==> src/rtl/pipe_pkg.sv <==
// Shared definitions for the pipeline stage buffers: default widths, the
// zero-register index and the packed control bits carried with each entry.
package pipe_pkg;

  localparam int unsigned DATA_W = 32;
  localparam int unsigned REG_W  = 5;

  // Writes to this register index are discarded, so it is never forwarded.
  localparam logic [REG_W-1:0] REG_ZERO = '0;

  typedef struct packed {
    logic reg_write;
    logic mem2reg;
  } ctrl_t;

  function automatic ctrl_t pack_ctrl(input logic reg_write, input logic mem2reg);
    ctrl_t c;
    c.reg_write = reg_write;
    c.mem2reg   = mem2reg;
    return c;
  endfunction

endpackage

==> src/rtl/pipe_entry.sv <==
// One buffer slot: a valid bit plus an opaque payload. Clear wins over load;
// with neither asserted the slot holds.
module pipe_entry #(
  parameter int unsigned W = 1
) (
  input  logic         clockIn,
  input  logic         resetN,
  input  logic         load,
  input  logic         clear,
  input  logic [W-1:0] din,
  output logic         valid,
  output logic [W-1:0] dout
);

  logic         valid_q;
  logic [W-1:0] pay_q;

  // Slot state: clear invalidates, load captures a new entry.
  always_ff @(posedge clockIn or negedge resetN) begin
    if (!resetN) begin
      valid_q <= 1'b0;
      pay_q   <= '0;
    end else if (clear) begin
      valid_q <= 1'b0;
    end else if (load) begin
      valid_q <= 1'b1;
      pay_q   <= din;
    end
  end

  assign valid = valid_q;
  assign dout  = pay_q;

endmodule

==> src/rtl/pipe_stage_buf.sv <==
// Generic inter-stage pipeline buffer: main (head) slot plus a one-entry skid
// slot so that inReady comes straight from a flop. Also exposes a forwarding
// tap for the hazard unit.
module pipe_stage_buf #(
  parameter int unsigned DATA_W     = pipe_pkg::DATA_W,
  parameter int unsigned NUM_DATA   = 2,
  parameter int unsigned REG_W      = pipe_pkg::REG_W,
  parameter int unsigned FWD_MEM_CH = 1
) (
  input  logic                       clockIn,
  input  logic                       resetN,
  input  logic                       flush,
  input  logic                       stall,
  input  logic                       inValid,
  output logic                       inReady,
  input  logic                       regWriteIn,
  input  logic                       mem2RegIn,
  input  logic [NUM_DATA*DATA_W-1:0] dataIn,
  input  logic [REG_W-1:0]           regIn,
  output logic                       outValid,
  input  logic                       outReady,
  output logic                       regWriteOut,
  output logic                       mem2RegOut,
  output logic [NUM_DATA*DATA_W-1:0] dataOut,
  output logic [REG_W-1:0]           regOut,
  output logic                       fwdEn,
  output logic [REG_W-1:0]           fwdReg,
  output logic [DATA_W-1:0]          fwdData,
  output logic [1:0]                 occupancy
);

  import pipe_pkg::*;

  localparam int unsigned PAY_W = 2 + NUM_DATA * DATA_W + REG_W;

  logic             main_v, skid_v;
  logic [PAY_W-1:0] main_pay, skid_pay, in_pay, main_din;
  logic             main_load, main_clear, skid_load, skid_clear;
  logic             main_from_skid;
  logic             accept, emit;
  logic             in_ready_q, in_ready_d;
  ctrl_t            main_ctrl;

  assign in_pay = {pack_ctrl(regWriteIn, mem2RegIn), dataIn, regIn};

  assign accept = inValid & in_ready_q & ~stall;
  assign emit   = main_v & outReady & ~stall;

  // Slot controls. accept implies the skid is empty (inReady mirrors it), and
  // stall forces accept/emit low so every slot holds. Flush clears both.
  always_comb begin
    main_from_skid = emit & skid_v;
    main_load      = ~flush & (main_from_skid | (accept & (~main_v | emit)));
    main_clear     = flush | (emit & ~skid_v & ~accept);
    skid_load      = ~flush & accept & main_v & ~emit;
    skid_clear     = flush | main_from_skid;
    main_din       = main_from_skid ? skid_pay : in_pay;
  end

  pipe_entry #(
    .W (PAY_W)
  ) u_main (
    .clockIn (clockIn),
    .resetN  (resetN),
    .load    (main_load),
    .clear   (main_clear),
    .din     (main_din),
    .valid   (main_v),
    .dout    (main_pay)
  );

  pipe_entry #(
    .W (PAY_W)
  ) u_skid (
    .clockIn (clockIn),
    .resetN  (resetN),
    .load    (skid_load),
    .clear   (skid_clear),
    .din     (in_pay),
    .valid   (skid_v),
    .dout    (skid_pay)
  );

  // inReady tracks the next skid state so it can be a plain flop output.
  always_comb begin
    in_ready_d = in_ready_q;
    if (skid_clear) begin
      in_ready_d = 1'b1;
    end else if (skid_load) begin
      in_ready_d = 1'b0;
    end
  end

  // Ready flop; resets to 1 because an empty buffer can always accept.
  always_ff @(posedge clockIn or negedge resetN) begin
    if (!resetN) begin
      in_ready_q <= 1'b1;
    end else begin
      in_ready_q <= in_ready_d;
    end
  end

  assign {main_ctrl, dataOut, regOut} = main_pay;

  assign inReady     = in_ready_q;
  assign outValid    = main_v;
  assign regWriteOut = main_v & main_ctrl.reg_write;
  assign mem2RegOut  = main_ctrl.mem2reg;
  assign occupancy   = {1'b0, main_v} + {1'b0, skid_v};

  // Forwarding tap: loads forward the memory channel, everything else ch0.
  always_comb begin
    fwdEn   = regWriteOut & (regOut != REG_W'(REG_ZERO));
    fwdReg  = regOut;
    fwdData = mem2RegOut ? dataOut[FWD_MEM_CH*DATA_W +: DATA_W] : dataOut[DATA_W-1:0];
  end

endmodule

==> config.mk <==
export PLATFORM = sky130hd
export DESIGN_NAME = pipe_stage_buf
export DESIGN_NICKNAME = d
export VERILOG_FILES = /design/src/rtl/pipe_pkg.sv /design/src/rtl/pipe_entry.sv /design/src/rtl/pipe_stage_buf.sv
export SDC_FILE = /design/constraint.sdc
export NUM_CORES = 1
export LEC_CHECK = 0
export ABC_AREA = 0
export CORE_MARGIN = 1.5
export CORE_UTILIZATION = 54
export CTS_CLUSTER_SIZE = 20
export DETAILED_ROUTE_END_ITERATION = 8
export GPL_TIMING_DRIVEN = 0
export HOLD_SLACK_MARGIN = 0.02
export PLACE_DENSITY = 0.86
export SLEW_MARGIN = 5
export SYNTH_ARGS = -nofsm -noshare
export SYNTH_HDL_FRONTEND = slang
export SYNTH_HIERARCHICAL = 1
export SYNTH_SLANG_ARGS = --single-unit
export TNS_END_PERCENT = 10
==> constraint.sdc <==
create_clock -name clockIn -period 6 [get_ports clockIn]
set_clock_uncertainty 0.1 [all_clocks]
set_input_delay 1.8 -clock clockIn [delete_from_list [all_inputs] [get_ports clockIn]]
set_output_delay 1.8 -clock clockIn [all_outputs]
set_load 0.01 [all_outputs]
======== Word level (Yosys, flattened, before mapping) ========
Cells that the tools add are included.
storage, ports and cells
  input port bits ......................... 77
  word-level logic and storage cells ...... 45
  register bits ........................... 145
cells by class
  bitwise gates (word level) .............. 26
  reduce and logical (&&, ||, !) cells .... 5
  multiplexer cells ....................... 8
  add/subtract/negate cells ............... 1
operators with widths
  operator              number
  two-way mux 71 bit    1
  two-way mux 32 bit    1
  bitwise AND 1 bit     14
  NOT 1 bit             8
  two-way mux 1 bit     6
  nonzero test 5 bit    1
  OR 1 bit              4
  AND reduction 2 bit   2
  nonzero test 2 bit    2
  adder 1 x 1 -> 2 bit  1

======== Longest topological paths before layout ========
  word-level depth ........................ 8
  mapped depth ............................ 8
  gate-level depth less buffers ........... 4

======== Cells and area by module ========
Netlist, hierarchy kept.
by module, submodules not included
  module          sequential area each (um2)  instances  cells an instance  area an instance (um2)
  pipe_entry      1,801.7                     2          154                3,045.4
  pipe_stage_buf  26.3                        1          139                1,775.5

======== Worst setup path after synthesis ========
OpenSTA, ideal clock, no wires.
  path type ............................... input to register
  start ................................... input port outReady
  end ..................................... register u_main.pay_q[0] (netlist: u_main/dout[0])
  arrival time ............................ 3,240 ps
  library setup time ...................... 125 ps
  slack ................................... 2,535 ps
  path buffers ............................ 2
  stages on the path ...................... 6
  required time ........................... 5,775 ps
  path through ............................ and2b_1 > a2111oi_0 > nor2b_4 > buf_12 > buf_12 > mux2_4
on the way
  longest elaborated chain between the ends .. 7
  elaborated cells on any way between the ends .. 13
ends and longest elaborated chain
  what                                line                  source
  from (decl)                         pipe_stage_buf.sv:21  input logic outReady,
  bitwise AND 1 bit (*) (2 in a row)  pipe_stage_buf.sv:47  assign emit = main_v & outReady & ~stall;
  OR 1 bit                            pipe_stage_buf.sv:53  main_load = ~flush & (main_from_skid | (accept & (~main_v | emit)));
  bitwise AND 1 bit                   pipe_stage_buf.sv:53
  OR 1 bit (*)                        pipe_stage_buf.sv:53
  bitwise AND 1 bit (*)               pipe_stage_buf.sv:53
  net main_load                       pipe_stage_buf.sv:38  logic main_load, main_clear, skid_load, skid_clear;
  AND reduction 2 bit (no line) (*)   n/a
  to (signal assigned)                pipe_entry.sv:27      pay_q <= din;
  to (decl)                           pipe_entry.sv:16      logic [W-1:0] pay_q;
Mark *: on every way through the listed nets, which the timed path passes. The rest lies on a longest branch.
A chain may end at the register's enable or synchronous reset.

======== Worst setup path in the final report ========
  start ................................... register u_main.pay_q[69] (netlist: u_main/dout[69])
  end ..................................... output port fwdData[2]
on the way
  longest elaborated chain between the ends .. 1
ends and longest elaborated chain
  what                line                   source
  two-way mux 32 bit  pipe_stage_buf.sv:115  fwdData = mem2RegOut ? dataOut[FWD_MEM_CH*DATA_W +: DATA_W] : dataOut[DATA_W-1:0];
  to (decl)           pipe_stage_buf.sv:28   output logic [DATA_W-1:0] fwdData,
No other way between the ends.

==> results by group <==
Timing
  • Hold Fails Final Rpt: 0
  • Worst slew margin: 0.534
  • Setup TNS: 0 ns
  • Worst-margin pin slew: 0.700 ns
  • Final period utilization: 0.694
  • Final Setup Violations: 0
  • Max Clk Rate: 240 MHz
  • Worst setup margin: 1.84 ns
  • RSZ-0062 raised after global routing: no
  • Final Critical Period: 4.16 ns
  • Hold WS: 0.405 ns
  • Pins Over Slew Limit: 0

Clock network
  • TritonCTS Buffers: 17
  • Clk Latency, worst-skew pair: 0.42 ns
  • Register clock-pin slew on the reported worst setup and hold paths: 0.06 ns
  • Hold buffers post-CTS: 0
  • Post_cts resized: 0
  • Clk sinks: 145
  • H-Tree Depth: 4
  • CTS tree: built
  • Number of setup buffers added after CTS: 0
  • CTS Buffer Depth: 2
  • Root buf cell: clkbuf_16

Min path
  • Worst Hold Class: register to register
  • Hold Path Stages: 1
  • Min-delay src: u_main/dout[70]
  • Hold EP: u_main/dout[70]

GRT
  • Initial antenna violation count: 0
  • Largest net degree at the start of global routing: 74
  • All-Layer GR Usage: 0.231
  • Vias in the first global route: 4845
  • Remaining global-route overflow: 0
  • First-pass GRT wire length: 26500 um

Synth
  • Post-synth net total: 525
  • Synthesized cell area: 7870 um^2
  • Avg Inst Size Synth: 17.6 um^2
  • Synthesized instance count: 447
  • Synth cell types: 28
  • Yosys top cell by area: dfrtp_1
  • Synth top area cells: dfrtp_1, mux2_4, buf_12, mux2_2, buf_4
  • Sequential cell area fraction in the yosys report: 0.461
  • Post-synth top area share: 0.458
  • Synth warn: 6
  • Synth Register Bits: 145

Worst setup path
  • FF-to-FF setup slack: 3.53 ns
  • Reg2reg path depth: 6
  • Critical Path End Type: primary output
  • R2R Path Start: u_main/valid
  • CP arrival: 2.26 ns
  • Critical Path Start Type: register
  • Critical path required time: 4.10 ns
  • RR Endpoint: u_main/dout[7]
  • Max Fanout on Critical Path: 10
  • Crit path from: u_main/dout[69]
  • Setup CP Type: register to primary output

Final layout
  • Area Growth Syn to Fin: 35.1%
  • Most frequent cells in the layout: mux2_4, clkdlybuf4s50_1, dfrtp_1
  • Multi-input gate area: 3700 um^2
  • Seq. cell area: 3630 um^2
  • Nets: 734
  • Most common cell after layout, fill and taps aside: mux2_4
  • Antenna Cells: 0
  • Layout filler cell count: 837
  • Share of cells above drive strength 1: 0.466

Placement
  • Port bufs: 189
  • Post-DP HPWL: 11600 um
  • RePlAce Congestion: 0.726
  • Pre-CTS setup slack: 1.73 ns

Drt
  • Vias per cell: 5.28
  • Post-route ant nets: 0
  • Pre-antenna DRT Iters: 4
  • Vias: 4482
  • Total length of routed wires: 16900 um
  • Avg WL per Cell: 19.9 um
  • Detailed-route DRC error count: 0
  • Drt initial violations: 189

Floorplan
  • Core area: 14000 um^2
  • Die Y: 124 um
  • FP Rows: 43
  • Die ar.: 15300 um^2
  • Die W: 124 um
  • Starting Density: 0.560
  • Top Ports: 190

Power
  • P_leak: 4.98 nW
  • Power per cell area: 318 nW/um^2
  • Design Power: 3.38 mW
  • Max VDD drop: 0.205 mV

Flow run
  • Max Cap Viol: 0

Run status
  • Outcome: finished, final reports clean
[registers in the layout (all words and copies together), names as in the netlist]
register	flops
u_main/valid	1
u_skid/dout	71
u_main/dout	71
inReady	1
u_skid/valid	1
[stage by stage]
stage | utilization | cell area [um^2] | instances
after global placement | 0.711 | 9980 | 816
after CTS | 0.757 | 10600 | 849
after global routing | 0.757 | 10600 | 849
after floorplan | - | 7870 | 447
after detailed placement | 0.713 | 10000 | 817
final | 0.757 | 10600 | 849
[synth_stat cells, drive strengths merged]
library cell	n
dfstp	1
ha	1
and3b	1
dfrtp	144
inv	2
and2	1
and2b	1
a41o	1
nor4b	1
or4	1
mux2	245
nand4b	1
a21oi	1
a2111oi	1
o21a	1
o211ai	1
nor2b	3
nand2	2
buf	32
nand2b	1
clkbuf	1
nor2	4
[metal layers]
layer,vias up,track usage,wire [um]
li1,2028,-,-
met1,2296,0.313,7620
met2,144,0.370,8070
met3,14,0.0563,972
met4,0,0.0668,192
met5,-,0,0
[how the worst max path moves through the flow]
stage | slack [ns] | cells past startpoint | end
after floorplan | 2.53 | 6 | u_main/dout[0]
after global placement | -2.67 | 1 | u_skid/dout[3]
after detailed placement | 1.73 | 7 | u_main/dout[11]
after CTS | 1.78 | 4 | fwdData[2]
after global routing | 1.72 | 4 | fwdData[2]
final | 1.84 | 4 | fwdData[2]
[area by class of cell]
cell class,instances,share of cell area
multi-input combinational,267,0.348
sequential,145,0.341
timing repair buffer,190,0.181
buffer,33,0.0497
clock buffer,17,0.0400
tap,180,0.0212
clock inverter,15,0.0181
inverter,2,0.000706
[cell families (layout without fill, tap and decap cells)]
group                    count (synthesis)  after routing  share of synthesized area
AO/OA/AOI/OAI                            5              5                    0.00493
adder cells (fa/ha/maj)                  1              1                    0.00159
multiplexers                           245            245                      0.450
AND/OR/NAND/NOR                         16             16                     0.0140
flip-flops                             145            145                      0.461
buffers and inverters                   35            257                     0.0681
[where the power goes]
part	switching (mW)	leakage (nW)	total (mW)	internal, mW
Sequential	0.128	1.86	1.26	1.13
Clock	0.418	0.294	1.11	0.692
Combinational	0.323	2.82	1.01	0.690
Total	0.869	4.98	3.38	2.52
[worst max-delay path, stage by stage (launching register included)]
cell,delay (ns)
dfrtp_1,0.37
clkbuf_1,0.25
buf_2,0.36
mux2_2,0.38
clkdlybuf4s50_1,0.48
(Power assumes the default switching activity.)
